==> src/rtl/truth_table_sweep_ctrl.sv <==
// Truth-table sweep sequencer: drives every input combination of an N_IN-input
// combinational block, samples its single output after a settle window, and
// compares against a runtime-loaded expected table under a care mask.
module truth_table_sweep_ctrl #(
  parameter int N_IN   = 4,
  parameter int SETTLE = 2
) (
  input  logic                   clk,
  input  logic                   rst,
  input  logic                   start,
  input  logic                   abort,
  input  logic [(1<<N_IN)-1:0]   expect_tt,
  input  logic [(1<<N_IN)-1:0]   care_tt,
  output logic [N_IN-1:0]        dut_in,
  input  logic                   dut_out,
  output logic                   busy,
  output logic                   done,
  output logic                   pass,
  output logic [N_IN:0]          fail_count,
  output logic [N_IN-1:0]        first_fail_idx,
  output logic                   first_fail_valid,
  output logic [(1<<N_IN)-1:0]   observed_tt
);

  localparam int ROWS = 1 << N_IN;
  // A zero-length settle window still needs a one-bit counter that stays at 0.
  localparam int CW   = (SETTLE > 0) ? $clog2(SETTLE + 1) : 1;
  localparam logic [CW-1:0]   SETTLE_LAST = CW'(SETTLE);
  localparam logic [N_IN-1:0] ROW_LAST    = {N_IN{1'b1}};

  typedef enum logic [1:0] {
    ST_IDLE = 2'd0,
    ST_RUN  = 2'd1,
    ST_DONE = 2'd2
  } state_t;

  state_t            state_r, state_s;
  logic [CW-1:0]     cnt_r, cnt_s;
  logic [ROWS-1:0]   expect_r, expect_s;
  logic [ROWS-1:0]   care_r, care_s;
  logic [N_IN-1:0]   dut_in_r, dut_in_s;
  logic              busy_r, busy_s;
  logic              done_r, done_s;
  logic              pass_r, pass_s;
  logic [N_IN:0]     fail_count_r, fail_count_s;
  logic [N_IN-1:0]   ffi_r, ffi_s;
  logic              ffv_r, ffv_s;
  logic [ROWS-1:0]   obs_r, obs_s;
  logic              sample_s;
  logic              mismatch_s;

  assign dut_in           = dut_in_r;
  assign busy             = busy_r;
  assign done             = done_r;
  assign pass             = pass_r;
  assign fail_count       = fail_count_r;
  assign first_fail_idx   = ffi_r;
  assign first_fail_valid = ffv_r;
  assign observed_tt      = obs_r;

  // Next-state and next-output logic: abort beats start beats sweep progress.
  always_comb begin
    state_s      = state_r;
    cnt_s        = cnt_r;
    expect_s     = expect_r;
    care_s       = care_r;
    dut_in_s     = dut_in_r;
    busy_s       = busy_r;
    done_s       = 1'b0;
    pass_s       = pass_r;
    fail_count_s = fail_count_r;
    ffi_s        = ffi_r;
    ffv_s        = ffv_r;
    obs_s        = obs_r;
    sample_s     = (state_r == ST_RUN) && (cnt_r == SETTLE_LAST);
    mismatch_s   = sample_s && care_r[dut_in_r] && (dut_out != expect_r[dut_in_r]);

    case (state_r)
      ST_IDLE, ST_DONE: begin
        if (start) begin
          state_s      = ST_RUN;
          cnt_s        = '0;
          expect_s     = expect_tt;
          care_s       = care_tt;
          dut_in_s     = '0;
          busy_s       = 1'b1;
          pass_s       = 1'b0;
          fail_count_s = '0;
          ffi_s        = '0;
          ffv_s        = 1'b0;
          obs_s        = '0;
        end else begin
          state_s = state_r;
        end
      end
      ST_RUN: begin
        if (abort) begin
          // Partial results stay visible; only the sequencing stops.
          state_s  = ST_IDLE;
          busy_s   = 1'b0;
          cnt_s    = '0;
          dut_in_s = '0;
        end else if (sample_s) begin
          obs_s[dut_in_r] = dut_out;
          cnt_s           = '0;
          if (mismatch_s) begin
            fail_count_s = fail_count_r + (N_IN+1)'(1);
          end else begin
            fail_count_s = fail_count_r;
          end
          if (mismatch_s && !ffv_r) begin
            ffi_s = dut_in_r;
            ffv_s = 1'b1;
          end else begin
            ffi_s = ffi_r;
          end
          if (dut_in_r == ROW_LAST) begin
            state_s  = ST_DONE;
            busy_s   = 1'b0;
            done_s   = 1'b1;
            pass_s   = (fail_count_s == '0);
            dut_in_s = '0;
          end else begin
            dut_in_s = dut_in_r + N_IN'(1);
          end
        end else begin
          cnt_s = cnt_r + CW'(1);
        end
      end
      default: begin
        state_s  = ST_IDLE;
        busy_s   = 1'b0;
        cnt_s    = '0;
        dut_in_s = '0;
      end
    endcase
  end

  // State and registered outputs; synchronous reset clears every result.
  always_ff @(posedge clk) begin
    if (rst) begin
      state_r      <= ST_IDLE;
      cnt_r        <= '0;
      expect_r     <= '0;
      care_r       <= '0;
      dut_in_r     <= '0;
      busy_r       <= 1'b0;
      done_r       <= 1'b0;
      pass_r       <= 1'b0;
      fail_count_r <= '0;
      ffi_r        <= '0;
      ffv_r        <= 1'b0;
      obs_r        <= '0;
    end else begin
      state_r      <= state_s;
      cnt_r        <= cnt_s;
      expect_r     <= expect_s;
      care_r       <= care_s;
      dut_in_r     <= dut_in_s;
      busy_r       <= busy_s;
      done_r       <= done_s;
      pass_r       <= pass_s;
      fail_count_r <= fail_count_s;
      ffi_r        <= ffi_s;
      ffv_r        <= ffv_s;
      obs_r        <= obs_s;
    end
  end

endmodule
==> config.mk <==
export PLATFORM = sky130hd
export DESIGN_NAME = truth_table_sweep_ctrl
export DESIGN_NICKNAME = d
export VERILOG_FILES = /design/src/rtl/truth_table_sweep_ctrl.sv
export SDC_FILE = /design/constraint.sdc
export NUM_CORES = 1
export LEC_CHECK = 0
export CORE_MARGIN = 2
export CORE_UTILIZATION = 54
export DETAILED_ROUTE_END_ITERATION = 8
export HOLD_SLACK_MARGIN = 0.1
export PLACE_DENSITY = 0.85
export SYNTH_ARGS = -nofsm -noshare
export SYNTH_HDL_FRONTEND = slang
export SYNTH_SLANG_ARGS = --single-unit
==> constraint.sdc <==
create_clock -name clk -period 5.8 [get_ports clk]
set_input_delay 0.87 -clock clk [delete_from_list [all_inputs] [get_ports clk]]
set_output_delay 0.87 -clock clk [all_outputs]
set_load 0.03 [all_outputs]
==> flow_summary.json, run 1 <==
{
  "cts-buffers-inserted": 9,
  "fmax_mhz": 327.7,
  "ant_nets": 0,
  "place.port_buffers": 69,
  "async_flop_share_pct": 0,
  "reg2regPathDepth": 7,
  "cts_tree": "yes",
  "ctsHoldBuffers": 0,
  "cp_max_fo": 19,
  "gr-total-overflow": 0,
  "grt_pass1_wl_um": 13080,
  "finalSetupViolations": 0,
  "dieArea_um2": 6446,
  "cts.repair.resized": 0,
  "postLayoutCellArea_um2": 4006,
  "vdd_drop_max_mv": 0.1472,
  "core-area_um2": 5574,
  "syn_nets": 418,
  "finalHoldViolations": 0,
  "path_class": "flop to flop",
  "maxSlewHeadroom_pct": 21.10,
  "dr.first_iter.drc_count": 246,
  "cts-root-buf": "clkbuf_8",
  "clk_pin_slew_ns": 0.07,
  "grt_antenna_before_repair": 0,
  "placed_cell_area_um2": 3791,
  "firstDrtPassIters": 5,
  "vias_per_cell": 5.843,
  "grt_pass1_vias": 2753,
  "fin_util_pct": 71.87,
  "cp-start-kind": "flop",
  "power_mw": 1.040,
  "worstPathCellList": "mux2i_1, mux4_2, mux2i_4, xor2_2, and4bb_1, mux2_2, a32o_1",
  "seq_area_frac_synth_pct": 43.95,
  "clk_latency_ns": 0.34,
  "max_cap_violations": 0,
  "die_h_um": 80.29,
  "layout.cells.non_filler": 502,
  "ys_warn_count": 0,
  "initial_core_util_pct": 56.39,
  "setup.worst_path.end": "pass",
  "row_count": 27,
  "cp-end-kind": "flop",
  "hold_class": "flop to flop",
  "r2r-end": "pass",
  "worstMarginPinSlew_ns": 1.184,
  "synth_cells": 376,
  "cts_htree_levels": 3,
  "arrival_ns": 3.29,
  "wl_per_cell_um": 15.45,
  "io-pin-count": 70,
  "routed_wirelength_um": 7757,
  "fp.dieW_um": 80.29,
  "slowest_stage": "dfxtp_1",
  "drcViolationCount": 0,
  "status": "completed",
  "slowest_delay_ns": 0.93,
  "powerDensity_nw_per_um2": 259.7,
  "ys_types": 44,
  "syn_to_final_growth_pct": 27.47,
  "synthFlopType": "dfxtp_1",
  "clkSinkCount": 69,
  "syn_area_um2": 3143,
  "vias": 2933,
  "r2r_start": "dut_in[1]",
  "synth-edff-count": 0,
  "slew_viol_final": 0,
  "synth.avg_cell_area_um2": 8.359,
  "fin_crit_sh_pct": 52.61,
  "gp_congestion": 0.8102,
  "cts_setup_buffers": 0,
  "hpwl_um": 5269,
  "reg2reg_setup_slack_ns": 2.75,
  "cts_buffer_depth": 2,
  "final.min_clock_period_ns": 3.051,
  "setup_tns_ns": 0,
  "required_ns": 6.04,
  "power_leakage_nw": 1.386,
  "rsz0062_at_grt": "false",
  "finClkSkew_ns": 0.006684,
  "grt_start_max_net_pins": 66,
  "antenna_cells": 0,
  "grt_usage_pct": 26.23,
  "dp_cells": 486,
  "drive_above_1_share_pct": 7.907,
  "critPathLaunch": "dut_in[1]",
  "final_nets": 467,
  "yosys_register_bits": 69
}
## registers in the layout, summed over array words and instances, names as in the netlist, 2 cells and up
register / flops
first_fail_idx: 4
state_r: 2
cnt_r: 2
dut_in: 4
fail_count: 5
observed_tt: 16
expect_r: 16
care_r: 16
## through the flow
step / setup slack [ns] / hold slack (ns)
finish: 2.749 / 0.4565
floorplan: 3.123 / 0.4331
global route: 2.583 / 0.4855
CTS: 2.735 / 0.4569
detailed placement: 2.735 / 0.4468
global placement: 2.767 / 0.4392
## logic make-up after synthesis
group | count (synthesis) | synth area share (%)
AO/OA/AOI/OAI | 111 | 19.79
XOR/XNOR | 6 | 1.911
adder cells (fa/ha/maj) | 5 | 1.990
buffers and inverters | 37 | 5.095
flip-flops | 69 | 43.95
multiplexers | 16 | 7.922
AND/OR/NAND/NOR | 132 | 19.35
## metal layers
layer | vias to the layer above | wire [um] | track usage [%] | part of all wire (%)
li1 | 1415 | - | - | -
met1 | 1381 | 3178 | 32.03 | 41
met2 | 121 | 3982 | 44.83 | 51
met3 | 16 | 446 | 6.742 | 5.7
met4 | 0 | 148 | 8.814 | 1.9
met5 | - | 0 | 0 | 0
## power breakdown
group	internal (mW)	switching (mW)
combinational	0.0529	0.0622
sequential	0.490	0.0125
clock	0.242	0.180
total	0.785	0.255
## area by class of cell
class                      count  area, um2
clock buffer                  10      127.6
tap                           72      90.09
fill                         439       1568
clock inverter                 6      87.58
inverter                       4      15.01
multi-input combinational    270       1604
sequential                    69       1381
timing repair buffer          71      700.7
## worst min path at each step
stage / cells past startpoint / slack (ns) / endpoint / startpoint
floorplan: 2 / 0.43 / care_r[10] / care_r[10]
global placement: 2 / 0.44 / care_r[4] / care_r[4]
detailed placement: 2 / 0.45 / care_r[2] / care_r[2]
CTS: 2 / 0.46 / care_r[2] / care_r[2]
global route: 2 / 0.49 / care_r[3] / care_r[3]
finish: 2 / 0.46 / expect_r[13] / expect_r[13]
## cells in the final DEF, fill, tap and decap left out, drive strengths merged, types with 3 or more instances in the layout
cell type and instances:
a32o 5, mux2i 9, xor2 3, buf 3, nand2b 3, mux4 6
nor3 6, a21oi 75, clkinv 4, clkbuf 10, xnor2 3, a31oi 3
nand3 18, dfxtp 69, nor2b 4, nor2 13, inv 4, or2 3
nand2 74, clkdlybuf4s50 68, ha 5, o21ai 17
## Yosys cell counts (all sizes together), types with 2 or more instances
cell type  count  share of area (%)
a21oi         75                 12
nand2         74                8.9
dfxtp         69                 44
clkbuf        28                3.4
nand3         18                2.9
o21ai         17                2.7
nor2          13                1.6
mux2i          9                3.3
mux4           6                4.3
nor3           6               0.96
a32o           5                1.6
buf            5                1.2
ha             5                2.0
inv            4               0.48
nor2b          4               0.80
a31oi          3               0.60
nand2b         3               0.60
or2            3               0.60
xnor2          3               0.84
xor2           3                1.1
a22o           2               0.56
and3           2               0.40
nand4          2               0.40
nor4b          2                1.0
o211ai         2               0.48
o21bai         2               0.48
or3            2               0.40
## worst max-delay path, delay by kind of cell, from the launching register on
family	cells	cell delay (ns)
AOI/OAI and AO/OA	1	0.20
DFF	1	0.93
muxes	4	1.27
xor gates and xnor gates	1	0.27
and+or+nand+nor	1	0.26
Power figures use the tool's default switching activity.
==> run 2, diff against run 1 <==
--- a/config.mk
+++ b/config.mk
@@ -6,10 +6,10 @@
 export NUM_CORES = 1
 export LEC_CHECK = 0
 export CORE_MARGIN = 2
-export CORE_UTILIZATION = 54
+export CORE_UTILIZATION = 50
 export DETAILED_ROUTE_END_ITERATION = 8
 export HOLD_SLACK_MARGIN = 0.1
-export PLACE_DENSITY = 0.85
+export PLACE_DENSITY = 0.79
 export SYNTH_ARGS = -nofsm -noshare
 export SYNTH_HDL_FRONTEND = slang
 export SYNTH_SLANG_ARGS = --single-unit
==> constraint.sdc (replaced) <==
create_clock -name clk -period 3.1 [get_ports clk]
set_input_delay 0.465 -clock clk [delete_from_list [all_inputs] [get_ports clk]]
set_output_delay 0.465 -clock clk [all_outputs]
set_load 0.03 [all_outputs]
==> run 2 against run 1 <==
Net effect:
- fmax increased by 14%
- final cell count rose by 1.8%
- utilization shrank 4.0 points
- count of clock-buffer cells in the layout rose by 2
- die area is 7.6% higher
- setup slack got worse by 2.3 ns
- first-iteration DRC count fell by 7.7%
- hold slack got worse by 0.00067 ns
- clock power up 96%
- flip-flop and latch count is the same
- largest cell class unchanged
- clock skew grew 0.0037 ns
==> flow_summary.json, run 2 (same netlist as run 1, synthesis figures left out) <==
{
  "setup_tns_ns": 0,
  "rsz0062_at_grt": "false",
  "cts_tree": "yes",
  "cp_max_fo": 10,
  "finalSetupViolations": 0,
  "place.port_buffers": 69,
  "cp-end-kind": "flop",
  "vias": 2877,
  "io-pin-count": 70,
  "fin_util_pct": 67.86,
  "crit_family": "multiplexers",
  "cts_setup_buffers": 0,
  "clk_latency_ns": 0.35,
  "hold_class": "flop to flop",
  "finalHoldViolations": 0,
  "grt_pass1_vias": 2754,
  "finClkSkew_ns": 0.01036,
  "final_nets": 473,
  "slew_viol_final": 0,
  "grt_start_max_net_pins": 47,
  "fin_crit_sh_pct": 86.18,
  "firstDrtPassIters": 4,
  "routed_wirelength_um": 7380,
  "core-area_um2": 5991,
  "fmax_mhz": 374.3,
  "max_cap_violations": 0,
  "arrival_ns": 2.91,
  "clkSinkCount": 69,
  "cts_buffer_depth": 2,
  "slowest_delay_ns": 0.63,
  "vias_per_cell": 5.630,
  "dr.first_iter.drc_count": 227,
  "maxSlewHeadroom_pct": 32.70,
  "cts_htree_levels": 3,
  "cts.repair.resized": 0,
  "ctsHoldBuffers": 0,
  "ant_nets": 0,
  "gr-total-overflow": 0,
  "cts-buffers-inserted": 9,
  "gp_congestion": 0.8897,
  "final_cell_mix": "a21oi_1 (75), nand2_1 (73), dfxtp_1 (69), clkdlybuf4s50_1 (68), nand3_1 (18)",
  "vdd_drop_max_mv": 0.2736,
  "clk_pin_slew_ns": 0.07,
  "dieArea_um2": 6936,
  "cts-root-buf": "clkbuf_8",
  "powerDensity_nw_per_um2": 487.8,
  "drcViolationCount": 0,
  "status": "completed",
  "final.min_clock_period_ns": 2.672,
  "grt_usage_pct": 21.97,
  "power_leakage_nw": 1.423,
  "row_count": 28,
  "grt_antenna_before_repair": 0,
  "drive_above_1_share_pct": 9.174,
  "final_common_cell": "a21oi_1",
  "grt_pass1_wl_um": 12610,
  "die_h_um": 83.29,
  "syn_to_final_growth_pct": 29.34,
  "slowest_stage": "dfxtp_1",
  "path_class": "flop to flop",
  "required_ns": 3.34,
  "worstMarginPinSlew_ns": 1.009,
  "wl_per_cell_um": 14.44,
  "initial_core_util_pct": 52.46,
  "worstPathBufferInverterCount": 0,
  "worstPathCellList": "mux2i_1, mux4_2, mux2i_4, xor2_2, and4bb_1, mux2_2, a32o_1",
  "fp.dieW_um": 83.29,
  "hpwl_um": 5170,
  "cp-start-kind": "flop",
  "antenna_cells": 0
}
-- run 2: cell type report --
class	instances	area, um2
flip-flops and latches	69	1381
repair buffers	77	745.7
fillers	458	1926
clock buffers	12	155.1
multi-input cells	270	1604
clock inverters	4	70.07
well taps	75	93.84
inverters	4	15.01
-- run 2: power by group --
group	internal (mW)	total (mW)	switching [mW]
Combinational	0.102	0.219	0.117
Sequential	0.917	0.936	0.0189
Clock	0.495	0.828	0.333
-- run 2: worst paths after layout --
| kind | from | slack (ns) | depth (start not counted) | to |
|---|---|---|---|---|
| setup reg to reg | dut_in[1] | 0.43 | 7 | pass |
| hold / removal | care_r[11] | 0.46 | 2 | care_r[11] |
| hold reg to reg | care_r[11] | 0.46 | 2 | care_r[11] |
| setup / recovery | dut_in[1] | 0.43 | 7 | pass |
-- run 2: routing by layer --
layer  global-route usage [%]  up-vias  routed length [um]
li1                         -     1420                   -
met1                    27.57     1341                3264
met2                    35.63       93                3555
met3                    4.076       23                 343
met4                    11.92        0                 217
met5                        0        -                   0
-- run 2: tightest hold or removal path: stages (launching register included) --
cell and delay, ns:
dfxtp_1 0.31, nand2_1 0.05, a21oi_1 0.05
-- run 2: metrics by stage --
step	hold WS [ns]	instance area (um2)	setup WS [ns]	power (mW)	std cells
after detailed placement	0.4470	3840	0.4273	1.175	495
after CTS	0.4566	4065	0.4123	1.995	511
after global placement	0.4395	3840	0.5579	1.169	495
final	0.4559	4065	0.4284	1.983	511
after global routing	0.4759	4065	0.2987	2.056	511
after floorplan	0.4331	3143	0.4225	1.088	376
